===== config.mk =====
export PLATFORM = sky130hd
export DESIGN_NAME = camera_capture_pack
export DESIGN_NICKNAME = d
export VERILOG_FILES = /design/src/rtl/camera_capture_pack.sv
export SDC_FILE = /design/constraint.sdc
export NUM_CORES = 1
export LEC_CHECK = 0
export ABC_AREA = 1
export CORE_MARGIN = 3
export CORE_UTILIZATION = 45
export DETAILED_ROUTE_END_ITERATION = 10
export GPL_ROUTABILITY_DRIVEN = 0
export HOLD_SLACK_MARGIN = 0.06
export PLACE_DENSITY = 0.61
export SLEW_MARGIN = 20
export SYNTH_ARGS = -nofsm -noshare
export SYNTH_HDL_FRONTEND = slang
export SYNTH_SLANG_ARGS = --single-unit
export TNS_END_PERCENT = 1

===== constraint.sdc =====
create_clock -name camera_pclk -period 2.6 [get_ports camera_pclk]
set_clock_uncertainty 0.05 [all_clocks]
set_input_delay 0.39 -clock camera_pclk [delete_from_list [all_inputs] [get_ports camera_pclk]]
set_output_delay 0.39 -clock camera_pclk [all_outputs]
set_load 0.01 [all_outputs]

===== src/rtl/camera_capture_pack.sv =====
// DVP camera capture: packs DATA_W-bit samples into DDR words, with frame-synchronised start/stop,
// startup frame skip, end-of-line partial flush and geometry checks. Define CAPTURE_BYTE_SWAP_EN for LS-first packing.
module camera_capture_pack #(
    parameter int DATA_W         = 8,
    parameter int BYTES_PER_WORD = 4,
    parameter int H_BYTES        = 1280,
    parameter int V_LINES        = 720,
    parameter int SKIP_FRAMES    = 10
) (
    input  logic                               camera_pclk,
    input  logic                               rst,
    input  logic                               init_done,
    input  logic                               capture_en,
    input  logic                               camera_href,
    input  logic                               camera_vsync,
    input  logic [DATA_W-1:0]                  camera_data,
    output logic                               ddr_wren,
    output logic [DATA_W*BYTES_PER_WORD-1:0]   ddr_data_camera,
    output logic                               ddr_sof,
    output logic                               ddr_eol,
    output logic [15:0]                        frame_cnt,
    output logic                               line_err,
    output logic                               frame_err
);

    localparam int WORD_W = DATA_W * BYTES_PER_WORD;
    localparam int SLOT_W = $clog2(BYTES_PER_WORD);

    localparam logic [SLOT_W-1:0] LAST_SLOT = SLOT_W'(BYTES_PER_WORD - 1);
    localparam logic [15:0]       H_EXP     = 16'(H_BYTES);
    localparam logic [15:0]       V_EXP     = 16'(V_LINES);
    localparam logic [15:0]       SKIP_LAST = 16'(SKIP_FRAMES - 1);

    localparam logic [1:0] ST_IDLE    = 2'd0;
    localparam logic [1:0] ST_SKIP    = 2'd1;
    localparam logic [1:0] ST_ARM     = 2'd2;
    localparam logic [1:0] ST_CAPTURE = 2'd3;

    logic [1:0]        state_q,      state_d;
    logic              vsync_q,      vsync_d;
    logic              in_line_q,    in_line_d;
    logic              sof_pend_q,   sof_pend_d;
    logic [WORD_W-1:0] pack_q,       pack_d;
    logic [SLOT_W-1:0] slot_q,       slot_d;
    logic [15:0]       sample_cnt_q, sample_cnt_d;
    logic [15:0]       line_cnt_q,   line_cnt_d;
    logic [15:0]       skip_cnt_q,   skip_cnt_d;
    logic              wren_q,       wren_d;
    logic [WORD_W-1:0] data_q,       data_d;
    logic              sof_q,        sof_d;
    logic              eol_q,        eol_d;
    logic [15:0]       frame_cnt_q,  frame_cnt_d;
    logic              line_err_q,   line_err_d;
    logic              frame_err_q,  frame_err_d;

    logic              vsync_rise;
    logic              vsync_fall;
    logic              sample_valid;
    logic [WORD_W-1:0] word;
    logic [SLOT_W-1:0] lane;
    logic [15:0]       line_cnt_nxt;
    int unsigned       lane_base;

    assign vsync_rise   = camera_vsync & ~vsync_q;
    assign vsync_fall   = ~camera_vsync & vsync_q;
    assign sample_valid = camera_href & ~camera_vsync;

    always_comb begin
        // NOTE: every variable assigned here gets a default first, so no path leaves one unassigned and no latch is inferred.
        state_d      = state_q;
        vsync_d      = camera_vsync;
        in_line_d    = in_line_q;
        sof_pend_d   = sof_pend_q;
        pack_d       = pack_q;
        slot_d       = slot_q;
        sample_cnt_d = sample_cnt_q;
        line_cnt_d   = line_cnt_q;
        skip_cnt_d   = skip_cnt_q;
        wren_d       = 1'b0;
        data_d       = data_q;
        sof_d        = 1'b0;
        eol_d        = 1'b0;
        frame_cnt_d  = frame_cnt_q;
        line_err_d   = 1'b0;
        frame_err_d  = 1'b0;
        word         = pack_q;
        line_cnt_nxt = line_cnt_q;
`ifdef CAPTURE_BYTE_SWAP_EN
        lane         = slot_q;
`else
        lane         = LAST_SLOT - slot_q;
`endif
        lane_base    = int'(lane) * DATA_W;

        if (!init_done) begin
            // Losing sensor config abandons everything in flight: no flush, no pulses.
            state_d      = ST_IDLE;
            in_line_d    = 1'b0;
            sof_pend_d   = 1'b0;
            pack_d       = '0;
            slot_d       = '0;
            sample_cnt_d = '0;
            line_cnt_d   = '0;
            skip_cnt_d   = '0;
        end else begin
            case (state_q)
                ST_IDLE: begin
                    skip_cnt_d = '0;
                    if (SKIP_FRAMES > 0) state_d = ST_SKIP;
                    else                 state_d = ST_ARM;
                end
                ST_SKIP: begin
                    if (vsync_rise) begin
                        if (skip_cnt_q == SKIP_LAST) state_d = ST_ARM;
                        else                         skip_cnt_d = skip_cnt_q + 16'd1;
                    end
                end
                ST_ARM: begin
                    if (vsync_fall && capture_en) begin
                        state_d      = ST_CAPTURE;
                        sof_pend_d   = 1'b1;
                        in_line_d    = 1'b0;
                        pack_d       = '0;
                        slot_d       = '0;
                        sample_cnt_d = '0;
                        line_cnt_d   = '0;
                    end
                end
                default: begin
                    if (sample_valid) begin
                        in_line_d = 1'b1;
                        word[lane_base +: DATA_W] = camera_data;
                        if (sample_cnt_q != 16'hFFFF) sample_cnt_d = sample_cnt_q + 16'd1;
                        if (slot_q == LAST_SLOT) begin
                            wren_d     = 1'b1;
                            data_d     = word;
                            sof_d      = sof_pend_q;
                            sof_pend_d = 1'b0;
                            pack_d     = '0;
                            slot_d     = '0;
                        end else begin
                            pack_d = word;
                            slot_d = slot_q + SLOT_W'(1);
                        end
                    end else if (in_line_q) begin
                        // Line end: unfilled lanes of pack_q are already zero, so it flushes as-is.
                        eol_d        = 1'b1;
                        line_err_d   = (sample_cnt_q != H_EXP);
                        if (slot_q != '0) begin
                            wren_d     = 1'b1;
                            data_d     = pack_q;
                            sof_d      = sof_pend_q;
                            sof_pend_d = 1'b0;
                        end
                        in_line_d    = 1'b0;
                        pack_d       = '0;
                        slot_d       = '0;
                        sample_cnt_d = '0;
                        line_cnt_nxt = line_cnt_q + 16'd1;
                        line_cnt_d   = line_cnt_nxt;
                    end

                    if (vsync_rise) begin
                        frame_err_d = (line_cnt_nxt != V_EXP);
                        frame_cnt_d = frame_cnt_q + 16'd1;
                        line_cnt_d  = '0;
                        state_d     = ST_ARM;
                    end
                end
            endcase
        end
    end

    always_ff @(posedge camera_pclk) begin
        // NOTE: sequential state is updated with non-blocking assignments only, so every flop sees pre-edge values.
        if (rst) begin
            state_q      <= ST_IDLE;
            vsync_q      <= 1'b0;
            in_line_q    <= 1'b0;
            sof_pend_q   <= 1'b0;
            pack_q       <= '0;
            slot_q       <= '0;
            sample_cnt_q <= '0;
            line_cnt_q   <= '0;
            skip_cnt_q   <= '0;
            wren_q       <= 1'b0;
            data_q       <= '0;
            sof_q        <= 1'b0;
            eol_q        <= 1'b0;
            frame_cnt_q  <= '0;
            line_err_q   <= 1'b0;
            frame_err_q  <= 1'b0;
        end else begin
            state_q      <= state_d;
            vsync_q      <= vsync_d;
            in_line_q    <= in_line_d;
            sof_pend_q   <= sof_pend_d;
            pack_q       <= pack_d;
            slot_q       <= slot_d;
            sample_cnt_q <= sample_cnt_d;
            line_cnt_q   <= line_cnt_d;
            skip_cnt_q   <= skip_cnt_d;
            wren_q       <= wren_d;
            data_q       <= data_d;
            sof_q        <= sof_d;
            eol_q        <= eol_d;
            frame_cnt_q  <= frame_cnt_d;
            line_err_q   <= line_err_d;
            frame_err_q  <= frame_err_d;
        end
    end

    assign ddr_wren        = wren_q;
    assign ddr_data_camera = data_q;
    assign ddr_sof         = sof_q;
    assign ddr_eol         = eol_q;
    assign frame_cnt       = frame_cnt_q;
    assign line_err        = line_err_q;
    assign frame_err       = frame_err_q;

endmodule


==> run_summary.xml, run 1 <==
<?xml version="1.0" encoding="UTF-8"?>
<metrics>
  <group name="power">
    <metric name="pwr_density_cell" unit="nW/µm²">623</metric>
    <metric name="max_vdd_drop" unit="µV">452</metric>
    <metric name="leakagePower" unit="µW">0.00330</metric>
  </group>
  <group name="clock_tree">
    <metric name="cts_htree_levels" unit="">4</metric>
    <metric name="ctsResizeCount" unit="">0</metric>
    <metric name="clk_pin_slew" unit="ns">0.06</metric>
    <metric name="cts_setup_buffers" unit="">0</metric>
    <metric name="clock_root_buffer" unit="">sky130_fd_sc_hd__clkbuf_16</metric>
    <metric name="worstSkewPairLatency" unit="ns">0.42</metric>
    <metric name="cts.sinks" unit="">140</metric>
    <metric name="cts_tree" unit="">yes</metric>
    <metric name="cts_max_path_buffers" unit="">2</metric>
    <metric name="cts.hold.buffers_added" unit="">0</metric>
    <metric name="cts_buffers" unit="">17</metric>
  </group>
  <group name="routing">
    <metric name="avgRoutedWirePerCell" unit="µm">14.2</metric>
    <metric name="antenna_left" unit="">0</metric>
    <metric name="route.detailed.drc" unit="">0</metric>
    <metric name="firstDrtPassIters" unit="">5</metric>
    <metric name="routed_wl" unit="mm">19.3</metric>
    <metric name="initialDrtViolationCount" unit="">655</metric>
    <metric name="vias" unit="">6988</metric>
    <metric name="post_drt_via_cell_ratio" unit="">5.15</metric>
  </group>
  <group name="critical_path">
    <metric name="critical_path_buf_inv_count" unit="">2</metric>
    <metric name="worst_ep_arrival_time" unit="ns">2.49</metric>
    <metric name="timing_worst_setup_path_type" unit="">reg2reg</metric>
    <metric name="crit_path_max_fanout" unit="">12</metric>
    <metric name="timing.critical_path.mode_cell" unit="">sky130_fd_sc_hd__nor2_1</metric>
    <metric name="setup_crit_end_kind" unit="">flop</metric>
    <metric name="critPathLaunchType" unit="">flop</metric>
    <metric name="ff2ff_path_depth" unit="">9</metric>
    <metric name="rrSetupSlack" unit="ns">0.42</metric>
    <metric name="rr_endpoint" unit="">sample_cnt_q[3]</metric>
    <metric name="cell_by_cell_trace_of_the_critical_path" unit="">inv_1 -&gt; ha_1 -&gt; nor2_1 -&gt; nand3_4 -&gt; nor2_4 -&gt; inv_2 -&gt; o21ai_0 -&gt; nand2_1 -&gt; nor2_1</metric>
    <metric name="reg2reg_from" unit="">state_q[1]</metric>
    <metric name="cpLargestDelayFamily" unit="">simple AND/OR/NAND/NOR gates</metric>
    <metric name="critical_path.slowest_cell" unit="">sky130_fd_sc_hd__dfxtp_1</metric>
    <metric name="cp_data_required_time" unit="ns">2.91</metric>
    <metric name="crit_path_max_incr_delay" unit="ns">0.36</metric>
  </group>
  <group name="floorplan">
    <metric name="dieArea" unit="µm²">17700</metric>
    <metric name="die_width" unit="µm">133</metric>
    <metric name="initial_core_util" unit="">0.469</metric>
    <metric name="core" unit="µm²">15500</metric>
    <metric name="fp.dieH" unit="µm">133</metric>
    <metric name="rows" unit="">45</metric>
    <metric name="num_io_pins" unit="">67</metric>
  </group>
  <group name="synth">
    <metric name="synth_enable_flop_cells" unit="">0</metric>
    <metric name="synthesis.area" unit="µm²">7270</metric>
    <metric name="synth.ff_latch_count" unit="">140</metric>
    <metric name="synth_nets" unit="">1094</metric>
    <metric name="syn-mean-instance-area" unit="µm²">6.84</metric>
    <metric name="ys_dominant_reg_cell" unit="">sky130_fd_sc_hd__dfxtp_1</metric>
    <metric name="post_synth_num_cell_types" unit="">46</metric>
    <metric name="synth_cells" unit="">1063</metric>
    <metric name="postSynth.asyncResetShare" unit="">0</metric>
    <metric name="yosys_warnings" unit="">0</metric>
    <metric name="synth_sequential_area_ratio" unit="">0.386</metric>
  </group>
  <group name="sta">
    <metric name="fmaxAchievable" unit="MHz">458</metric>
    <metric name="finalMaxSlewViolations" unit="">0</metric>
    <metric name="finalHoldViolations" unit="">0</metric>
    <metric name="timing_worst_slew_pin_value" unit="ns">0.581</metric>
    <metric name="setup_total_negative_slack" unit="ns">0</metric>
    <metric name="hold_ws" unit="ns">0.393</metric>
    <metric name="time_the_final_worst_path_needs_with_i_o_delays_and_setup" unit="ns">2.18</metric>
    <metric name="setup_viol" unit="">0</metric>
    <metric name="worst_slew_margin_rel" unit="">0.612</metric>
    <metric name="post-route-period-util" unit="">0.840</metric>
    <metric name="unrepaired_setup_endpoints_after_global_routing" unit="">false</metric>
  </group>
  <group name="global_route">
    <metric name="initial_antenna_violation_count" unit="">0</metric>
    <metric name="grt_start_max_net_pins" unit="">40</metric>
    <metric name="grt_usage" unit="">0.222</metric>
    <metric name="first_pass_grt_wire_length" unit="mm">32.3</metric>
    <metric name="gr-total-overflow" unit="">0</metric>
    <metric name="vias_in_the_first_global_route" unit="">6500</metric>
  </group>
  <group name="worst_hold_path">
    <metric name="hp-class" unit="">reg2reg</metric>
    <metric name="holdPathEnd" unit="">pack_q[3]</metric>
    <metric name="hold_path.startpoint" unit="">pack_q[3]</metric>
    <metric name="hold-path-cell-count" unit="">2</metric>
  </group>
  <group name="final_layout">
    <metric name="ff_latch_area" unit="µm²">2800</metric>
    <metric name="multi_input_comb_area" unit="µm²">3760</metric>
    <metric name="fin_nets" unit="">1163</metric>
    <metric name="fillers" unit="">1499</metric>
    <metric name="utilization" unit="">0.572</metric>
    <metric name="diodes" unit="">0</metric>
    <metric name="areaGrowthSynthToFinish" unit="%">22.0</metric>
    <metric name="drive_above_1_share" unit="">0.0786</metric>
    <metric name="final_design_area_no_fill" unit="µm²">8860</metric>
  </group>
  <group name="placed_design">
    <metric name="placement.cell_area" unit="µm²">8210</metric>
    <metric name="port_buffers" unit="">66</metric>
    <metric name="post-dp-hpwl" unit="mm">13.2</metric>
  </group>
  <group name="flow_run">
    <metric name="timing.max_cap.violations" unit="">0</metric>
  </group>
  <group name="outcome">
    <metric name="outcome" unit="">finished, final reports clean</metric>
  </group>
</metrics>
power breakdown:
| group | internal, µW | switching [µW] |
|---|---|---|
| clock | 1730 | 977 |
| combinational | 188 | 456 |
| sequential | 2160 | 13.7 |
cell families after synthesis:
| family | count (synthesis) | synth area share |
|---|---|---|
| and+or+nand+nor | 497 | 0.305 |
| xor gates and xnor gates | 12 | 0.0145 |
| DFF | 140 | 0.386 |
| adders and majority gates | 17 | 0.0293 |
| AOI/OAI and AO/OA | 227 | 0.169 |
| buffers and inverters | 170 | 0.0969 |
area by class of cell:
class / count / area share
tap: 211 / 0.0298
clock inverter: 14 / 0.0243
inverter: 129 / 0.0546
timing repair buffer: 91 / 0.101
sequential: 140 / 0.316
clock buffer: 18 / 0.0495
multi-input combinational: 753 / 0.424
layout by cell type, fill, tap and decap left out, drive strengths merged, types with 4 or more instances in the layout:
cell / netlist / final
nor3b: 4 / 4
nor2: 102 / 102
buf: 20 / 25
nand3: 76 / 76
o22ai: 25 / 25
o21ai: 78 / 78
inv: 127 / 129
nand3b: 4 / 4
nor4: 4 / 4
xor2: 10 / 10
clkdlybuf4s50: 0 / 66
clkinv: 2 / 7
bufinv: 0 / 5
nor3: 24 / 24
nand4: 19 / 19
ha: 17 / 17
nand2: 262 / 262
clkbuf: 21 / 18
a21oi: 111 / 111
dfxtp: 140 / 140
a31oi: 4 / 4
worst min-delay path, stage by stage (launching register included):
cell and delay, ns:
sky130_fd_sc_hd__dfxtp_1 0.30, sky130_fd_sc_hd__inv_1 0.06, sky130_fd_sc_hd__nor3_1 0.05
worst max path at each step:
stage,start,end,cells after the start
floorplan,state_q[1],sample_cnt_q[0],10
global placement,camera_vsync,sample_cnt_q[3],12
detailed placement,camera_vsync,sample_cnt_q[3],12
CTS,state_q[1],sample_cnt_q[3],9
global route,state_q[1],sample_cnt_q[3],9
finish,state_q[1],sample_cnt_q[3],9
registers in the layout (all words and copies together), names as in the netlist, 2 cells and up:
signal	flops
line_cnt_q	16
state_q	2
frame_cnt	16
ddr_data_camera	32
pack_q	32
slot_q	2
skip_cnt_q	16
sample_cnt_q	16
synthesized netlist by cell type (10+ instances only):
| cell | n | area [µm²] |
|---|---|---|
| sky130_fd_sc_hd__o22ai_1 | 24 | 150 |
| sky130_fd_sc_hd__nand3_1 | 73 | 365 |
| sky130_fd_sc_hd__buf_2 | 10 | 50.1 |
| sky130_fd_sc_hd__o21ai_0 | 74 | 370 |
| sky130_fd_sc_hd__nand4_1 | 19 | 119 |
| sky130_fd_sc_hd__nor3_1 | 22 | 110 |
| sky130_fd_sc_hd__a21oi_1 | 110 | 551 |
| sky130_fd_sc_hd__nor2_1 | 93 | 349 |
| sky130_fd_sc_hd__ha_1 | 17 | 213 |
| sky130_fd_sc_hd__dfxtp_1 | 140 | 2800 |
| sky130_fd_sc_hd__xor2_1 | 10 | 87.6 |
| sky130_fd_sc_hd__nand2_1 | 258 | 968 |
| sky130_fd_sc_hd__clkbuf_1 | 20 | 75.1 |
| sky130_fd_sc_hd__inv_1 | 120 | 450 |
layer usage:
layer / global-route usage / vias up / part of all wire
li1: - / 3632 / -
met1: 0.306 / 3167 / 0.49
met2: 0.347 / 165 / 0.45
met3: 0.0441 / 24 / 0.043
met4: 0.0739 / 0 / 0.016
met5: 0 / - / 0
metrics by stage:
step                instances  setup WS [ns]  total power (µW)
floorplan                1063          0.702              2650
CTS                      1356          0.409              5570
detailed placement       1324          0.136              2860
finish                   1356          0.417              5530
global placement         1324          0.165              2860
global route             1356          0.168              5740
Note: power is estimated with default switching activity, not from simulation.
==> run 2, diff against run 1 <==
Clock period 2.6 ns to 2.3 ns, I/O delays scaled along.
==> run 2 against run 1 <==
  * Sequential power increased by 13%
  * Die area unchanged
  * Global-route usage decreased by 0.18 points
==> run_summary.xml, run 2 (synthesis results as in run 1) <==
<?xml version="1.0" encoding="UTF-8"?>
<metrics>
  <group name="outcome">
    <metric name="outcome" unit="">finished, final reports clean</metric>
  </group>
  <group name="final_layout">
    <metric name="areaGrowthSynthToFinish" unit="%">24.2</metric>
    <metric name="drive_above_1_share" unit="">0.0984</metric>
    <metric name="fillers" unit="">1512</metric>
    <metric name="utilization" unit="">0.583</metric>
    <metric name="layout.cells.most_common" unit="">sky130_fd_sc_hd__nand2_1</metric>
    <metric name="layout_common_cells" unit="">sky130_fd_sc_hd__nand2_1 (258), sky130_fd_sc_hd__dfxtp_1 (140), sky130_fd_sc_hd__inv_1 (120), sky130_fd_sc_hd__a21oi_1 (110), sky130_fd_sc_hd__nor2_1 (92)</metric>
    <metric name="diodes" unit="">0</metric>
    <metric name="fin_nets" unit="">1187</metric>
  </group>
  <group name="power">
    <metric name="pwr_density_cell" unit="nW/µm²">701</metric>
    <metric name="leakagePower" unit="µW">0.00342</metric>
    <metric name="power_report.internal_total" unit="µW">4650</metric>
    <metric name="power" unit="µW">6330</metric>
    <metric name="power.share.switching" unit="">0.265</metric>
    <metric name="max_vdd_drop" unit="µV">523</metric>
    <metric name="pwr-share-clk" unit="">0.487</metric>
    <metric name="power.combinational.fraction" unit="">0.125</metric>
    <metric name="power.net_switching" unit="µW">1680</metric>
    <metric name="power_frac_seq" unit="">0.388</metric>
  </group>
  <group name="sta">
    <metric name="timing_worst_slew_pin_value" unit="ns">0.684</metric>
    <metric name="finalHoldViolations" unit="">0</metric>
    <metric name="unrepaired_setup_endpoints_after_global_routing" unit="">false</metric>
    <metric name="time_the_final_worst_path_needs_with_i_o_delays_and_setup" unit="ns">2.07</metric>
    <metric name="hold_ws" unit="ns">0.395</metric>
    <metric name="post-route-worst-setup-slack" unit="ns">0.233</metric>
    <metric name="worst_slew_margin_rel" unit="">0.543</metric>
    <metric name="finalMaxSlewViolations" unit="">0</metric>
    <metric name="setup_viol" unit="">0</metric>
    <metric name="post-route-period-util" unit="">0.899</metric>
    <metric name="fmaxAchievable" unit="MHz">484</metric>
  </group>
  <group name="placed_design">
    <metric name="dp_slack" unit="ns">-0.0415</metric>
    <metric name="post-dp-hpwl" unit="mm">13.4</metric>
    <metric name="port_buffers" unit="">66</metric>
  </group>
  <group name="flow_run">
    <metric name="timing.max_cap.violations" unit="">0</metric>
  </group>
  <group name="clock_tree">
    <metric name="cts.hold.buffers_added" unit="">0</metric>
    <metric name="clk_pin_slew" unit="ns">0.06</metric>
    <metric name="worstSkewPairLatency" unit="ns">0.43</metric>
    <metric name="cts_max_path_buffers" unit="">2</metric>
    <metric name="cts.sinks" unit="">140</metric>
    <metric name="cts_htree_levels" unit="">4</metric>
    <metric name="cts_buffers" unit="">17</metric>
    <metric name="ctsResizeCount" unit="">0</metric>
    <metric name="cts_setup_buffers" unit="">0</metric>
    <metric name="clock_root_buffer" unit="">sky130_fd_sc_hd__clkbuf_16</metric>
    <metric name="cts_tree" unit="">yes</metric>
  </group>
  <group name="worst_hold_path">
    <metric name="hp-class" unit="">reg2reg</metric>
    <metric name="holdPathEnd" unit="">pack_q[3]</metric>
    <metric name="hold-path-cell-count" unit="">2</metric>
    <metric name="hold_path.startpoint" unit="">pack_q[3]</metric>
  </group>
  <group name="floorplan">
    <metric name="rows" unit="">45</metric>
    <metric name="dieArea" unit="µm²">17700</metric>
    <metric name="num_io_pins" unit="">67</metric>
    <metric name="initial_core_util" unit="">0.469</metric>
    <metric name="core" unit="µm²">15500</metric>
    <metric name="fp.dieH" unit="µm">133</metric>
    <metric name="die_width" unit="µm">133</metric>
  </group>
  <group name="critical_path">
    <metric name="rrSetupSlack" unit="ns">0.23</metric>
    <metric name="ff2ff_path_depth" unit="">9</metric>
    <metric name="crit_path_max_fanout" unit="">10</metric>
    <metric name="worst_ep_arrival_time" unit="ns">2.37</metric>
    <metric name="critPathLaunchType" unit="">flop</metric>
    <metric name="timing_worst_setup_path_type" unit="">reg2reg</metric>
    <metric name="reg2reg_from" unit="">state_q[0]</metric>
    <metric name="setup_crit_end_kind" unit="">flop</metric>
    <metric name="cp_data_required_time" unit="ns">2.60</metric>
    <metric name="rr_endpoint" unit="">sample_cnt_q[8]</metric>
  </group>
  <group name="routing">
    <metric name="post_drt_via_cell_ratio" unit="">5.10</metric>
    <metric name="antenna_left" unit="">0</metric>
    <metric name="routed_wl" unit="mm">19.2</metric>
    <metric name="initialDrtViolationCount" unit="">566</metric>
    <metric name="avgRoutedWirePerCell" unit="µm">13.9</metric>
    <metric name="firstDrtPassIters" unit="">5</metric>
    <metric name="vias" unit="">7043</metric>
    <metric name="route.detailed.drc" unit="">0</metric>
  </group>
  <group name="global_route">
    <metric name="first_pass_grt_wire_length" unit="mm">32.3</metric>
    <metric name="vias_in_the_first_global_route" unit="">6501</metric>
    <metric name="grt_usage" unit="">0.220</metric>
    <metric name="gr-total-overflow" unit="">0</metric>
    <metric name="grt_start_max_net_pins" unit="">40</metric>
    <metric name="initial_antenna_violation_count" unit="">0</metric>
  </group>
</metrics>
-- run 2: changes by cell type in the layout (fill, tap and decap cells not counted), sizes merged --
cell | before | now
buf | 25 | 49
clkbuf | 18 | 17
clkinv | 7 | 8
clkinvlp | 2 | 0
inv | 129 | 131
-- run 2: worst max-delay path by stage --
stage	start	to	slack (ns)	depth (start not counted)
2_1_floorplan	state_q[1]	sample_cnt_q[0]	0.40	10
4_1_cts	state_q[0]	line_cnt_q[1]	0.02	7
6_report	state_q[0]	sample_cnt_q[8]	0.23	9
5_1_grt	state_q[1]	sample_cnt_q[8]	0.02	9
3_5_place_dp	camera_vsync	line_cnt_q[1]	-0.04	6
3_3_place_gp	camera_vsync	line_cnt_q[0]	-0.003	6
-- run 2: power groups by stage --
stage / combinational [µW] / clock (µW) / sequential (µW)
after floorplan: 490 / 0 / 2510
after global placement: 794 / 0 / 2510
after detailed placement: 792 / 0 / 2510
after CTS: 793 / 3140 / 2450
after global routing: 871 / 3220 / 2460
final: 794 / 3080 / 2450
-- run 2: final cells by class --
class / instances / area (µm²) / share of cell area
flip-flops and latches: 140 / 2800 / 0.310
clock buffers: 17 / 425 / 0.0471
well taps: 211 / 264 / 0.0292
clock inverters: 15 / 236 / 0.0262
inverters: 129 / 484 / 0.0536
multi-input cells: 753 / 3760 / 0.417
repair buffers: 115 / 1050 / 0.117
-- run 2: through the flow --
step                cells  cell area [µm²]  setup TNS (ns)
floorplan            1063             7270               0
global placement     1348             8360        -0.00303
detailed placement   1348             8360          -0.182
CTS                  1380             9030               0
global route         1380             9030               0
finish               1380             9030               0
-- run 2: critical path, cell delays in order (launching register included) --
cell and delay [ns]:
sky130_fd_sc_hd__dfxtp_1 0.31, sky130_fd_sc_hd__buf_4 0.14, sky130_fd_sc_hd__ha_1 0.20, sky130_fd_sc_hd__buf_4 0.16
sky130_fd_sc_hd__nor2_1 0.27, sky130_fd_sc_hd__nand3_4 0.16, sky130_fd_sc_hd__nor2_4 0.22, sky130_fd_sc_hd__buf_4 0.22
sky130_fd_sc_hd__nand3_1 0.11, sky130_fd_sc_hd__a21oi_1 0.14
-- run 2: metal layers --
metal | up-vias | part of all wire | track usage
li1 | 3670 | - | -
met1 | 3201 | 0.49 | 0.307
met2 | 150 | 0.45 | 0.339
met3 | 22 | 0.047 | 0.0536
met4 | 0 | 0.012 | 0.0595
met5 | - | 0 | 0
==> run 3, diff against run 2 <==
Settings changed: PLACE_DENSITY 0.61 to unset, SLEW_MARGIN 20 to 30.
Clock period 2.3 ns to 2.6 ns, I/O delays scaled along.
==> run 3 against run 2 <==
  * Worst setup slack better by 0.11 ns
  * Critical path type unchanged
  * Fmax is 8.5% lower
  * Design area is 2.6% lower
  * Largest power group unchanged
  * Global-route usage is 0.27 points higher
  * Combinational power is 18% lower
  * Die area stayed put
  * Critical path depth is 1 higher
  * Non-clock buffer count is 25 lower
  * Clock power is 17% lower
==> run_summary.xml, run 3 (synthesis results as in run 1) <==
<?xml version="1.0" encoding="UTF-8"?>
<metrics>
  <group name="worst_hold_path">
    <metric name="hold-path-cell-count" unit="">2</metric>
    <metric name="hp-class" unit="">reg2reg</metric>
    <metric name="holdPathEnd" unit="">pack_q[6]</metric>
    <metric name="hold_path.startpoint" unit="">pack_q[6]</metric>
  </group>
  <group name="clock_tree">
    <metric name="cts_htree_levels" unit="">4</metric>
    <metric name="ctsResizeCount" unit="">0</metric>
    <metric name="cts_buffers" unit="">17</metric>
    <metric name="clk_pin_slew" unit="ns">0.07</metric>
    <metric name="cts.sinks" unit="">140</metric>
    <metric name="worstSkewPairLatency" unit="ns">0.43</metric>
    <metric name="cts_max_path_buffers" unit="">2</metric>
    <metric name="cts.hold.buffers_added" unit="">0</metric>
    <metric name="cts_setup_buffers" unit="">0</metric>
    <metric name="cts_tree" unit="">yes</metric>
    <metric name="clock_root_buffer" unit="">sky130_fd_sc_hd__clkbuf_16</metric>
  </group>
  <group name="final_layout">
    <metric name="fillers" unit="">1550</metric>
    <metric name="areaGrowthSynthToFinish" unit="%">21.0</metric>
    <metric name="layout.cells.most_common" unit="">sky130_fd_sc_hd__nand2_1</metric>
    <metric name="layout_common_cells" unit="">sky130_fd_sc_hd__nand2_1 (258), sky130_fd_sc_hd__dfxtp_1 (140), sky130_fd_sc_hd__inv_1 (120), sky130_fd_sc_hd__a21oi_1 (110), sky130_fd_sc_hd__nor2_1 (92)</metric>
    <metric name="utilization" unit="">0.568</metric>
    <metric name="fin_nets" unit="">1162</metric>
    <metric name="drive_above_1_share" unit="">0.0787</metric>
    <metric name="diodes" unit="">0</metric>
  </group>
  <group name="floorplan">
    <metric name="fp.dieH" unit="µm">133</metric>
    <metric name="num_io_pins" unit="">67</metric>
    <metric name="die_width" unit="µm">133</metric>
    <metric name="rows" unit="">45</metric>
    <metric name="dieArea" unit="µm²">17700</metric>
    <metric name="initial_core_util" unit="">0.469</metric>
    <metric name="core" unit="µm²">15500</metric>
  </group>
  <group name="sta">
    <metric name="worst_slew_margin_rel" unit="">0.521</metric>
    <metric name="post-route-worst-setup-slack" unit="ns">0.341</metric>
    <metric name="finalHoldViolations" unit="">0</metric>
    <metric name="fmaxAchievable" unit="MHz">443</metric>
    <metric name="setup_viol" unit="">0</metric>
    <metric name="finalMaxSlewViolations" unit="">0</metric>
    <metric name="timing_worst_slew_pin_value" unit="ns">0.717</metric>
    <metric name="post-route-period-util" unit="">0.869</metric>
    <metric name="setup_total_negative_slack" unit="ns">0</metric>
    <metric name="unrepaired_setup_endpoints_after_global_routing" unit="">false</metric>
    <metric name="time_the_final_worst_path_needs_with_i_o_delays_and_setup" unit="ns">2.26</metric>
  </group>
  <group name="global_route">
    <metric name="gr-total-overflow" unit="">0</metric>
    <metric name="first_pass_grt_wire_length" unit="mm">32.7</metric>
    <metric name="grt_usage" unit="">0.223</metric>
    <metric name="initial_antenna_violation_count" unit="">0</metric>
    <metric name="vias_in_the_first_global_route" unit="">6583</metric>
    <metric name="grt_start_max_net_pins" unit="">40</metric>
  </group>
  <group name="placed_design">
    <metric name="dp_slack" unit="ns">0.0515</metric>
    <metric name="port_buffers" unit="">66</metric>
    <metric name="post-dp-hpwl" unit="mm">13.6</metric>
  </group>
  <group name="critical_path">
    <metric name="reg2reg_from" unit="">state_q[1]</metric>
    <metric name="setup_crit_end_kind" unit="">flop</metric>
    <metric name="timing_worst_setup_path_type" unit="">reg2reg</metric>
    <metric name="worst_ep_arrival_time" unit="ns">2.58</metric>
    <metric name="rr_endpoint" unit="">sample_cnt_q[3]</metric>
    <metric name="rrSetupSlack" unit="ns">0.34</metric>
    <metric name="crit_path_max_fanout" unit="">14</metric>
    <metric name="ff2ff_path_depth" unit="">10</metric>
    <metric name="critPathLaunchType" unit="">flop</metric>
    <metric name="cp_data_required_time" unit="ns">2.92</metric>
  </group>
  <group name="routing">
    <metric name="firstDrtPassIters" unit="">7</metric>
    <metric name="vias" unit="">7067</metric>
    <metric name="initialDrtViolationCount" unit="">444</metric>
    <metric name="antenna_left" unit="">0</metric>
    <metric name="post_drt_via_cell_ratio" unit="">5.22</metric>
    <metric name="routed_wl" unit="mm">19.5</metric>
    <metric name="route.detailed.drc" unit="">0</metric>
    <metric name="avgRoutedWirePerCell" unit="µm">14.4</metric>
  </group>
  <group name="power">
    <metric name="pwr_density_cell" unit="nW/µm²">612</metric>
    <metric name="max_vdd_drop" unit="µV">497</metric>
    <metric name="leakagePower" unit="µW">0.00326</metric>
  </group>
  <group name="flow_run">
    <metric name="timing.max_cap.violations" unit="">0</metric>
  </group>
  <group name="outcome">
    <metric name="outcome" unit="">finished, final reports clean</metric>
  </group>
</metrics>
run 3: metrics by stage:
stage          total power [µW]  hold WS [ns]  area, µm²  instances
3_5_place_dp               2870         0.384       8180       1323
2_1_floorplan              2650         0.374       7270       1063
6_report                   5380         0.394       8790       1355
4_1_cts                    5420         0.394       8790       1355
3_3_place_gp               2870         0.383       8180       1323
5_1_grt                    5580         0.407       8790       1355
run 3: worst max-delay path by stage:
stage / from / endpoint
finish: state_q[1] / sample_cnt_q[3]
global route: state_q[1] / sample_cnt_q[3]
CTS: state_q[1] / sample_cnt_q[3]
detailed placement: camera_vsync / sample_cnt_q[3]
global placement: camera_vsync / sample_cnt_q[3]
floorplan: state_q[1] / sample_cnt_q[0]
run 3: worst max-delay path, stage by stage (launching register included):
cell                      delay (ns)
sky130_fd_sc_hd__dfxtp_1        0.36
sky130_fd_sc_hd__inv_1          0.11
sky130_fd_sc_hd__ha_1           0.21
sky130_fd_sc_hd__buf_4          0.17
sky130_fd_sc_hd__nor2_1         0.27
sky130_fd_sc_hd__nand3_4        0.19
sky130_fd_sc_hd__nor2_4         0.33
sky130_fd_sc_hd__inv_2          0.16
sky130_fd_sc_hd__o21ai_0        0.19
sky130_fd_sc_hd__nand2_1        0.06
sky130_fd_sc_hd__nor2_1         0.09
run 3: layer usage:
metal  GRT usage  share of wire
met5           0              0
met3      0.0384          0.035
met2       0.342           0.45
met4      0.0710          0.017
met1       0.318           0.50
run 3: power by group:
group          internal [µW]  switching (µW)  total, µW
logic                    189             463        652
clock network           1530            1030       2560
registers               2160            13.9       2170
total                   3880            1510       5380
run 3: area by class of cell:
type,count,area [µm²],share of cell area
well taps,211,264,0.0300
repair buffers,90,866,0.0984
clock buffers,17,425,0.0484
inverters,129,484,0.0551
clock inverters,15,190,0.0216
multi-input cells,753,3760,0.428
flip-flops and latches,140,2800,0.319
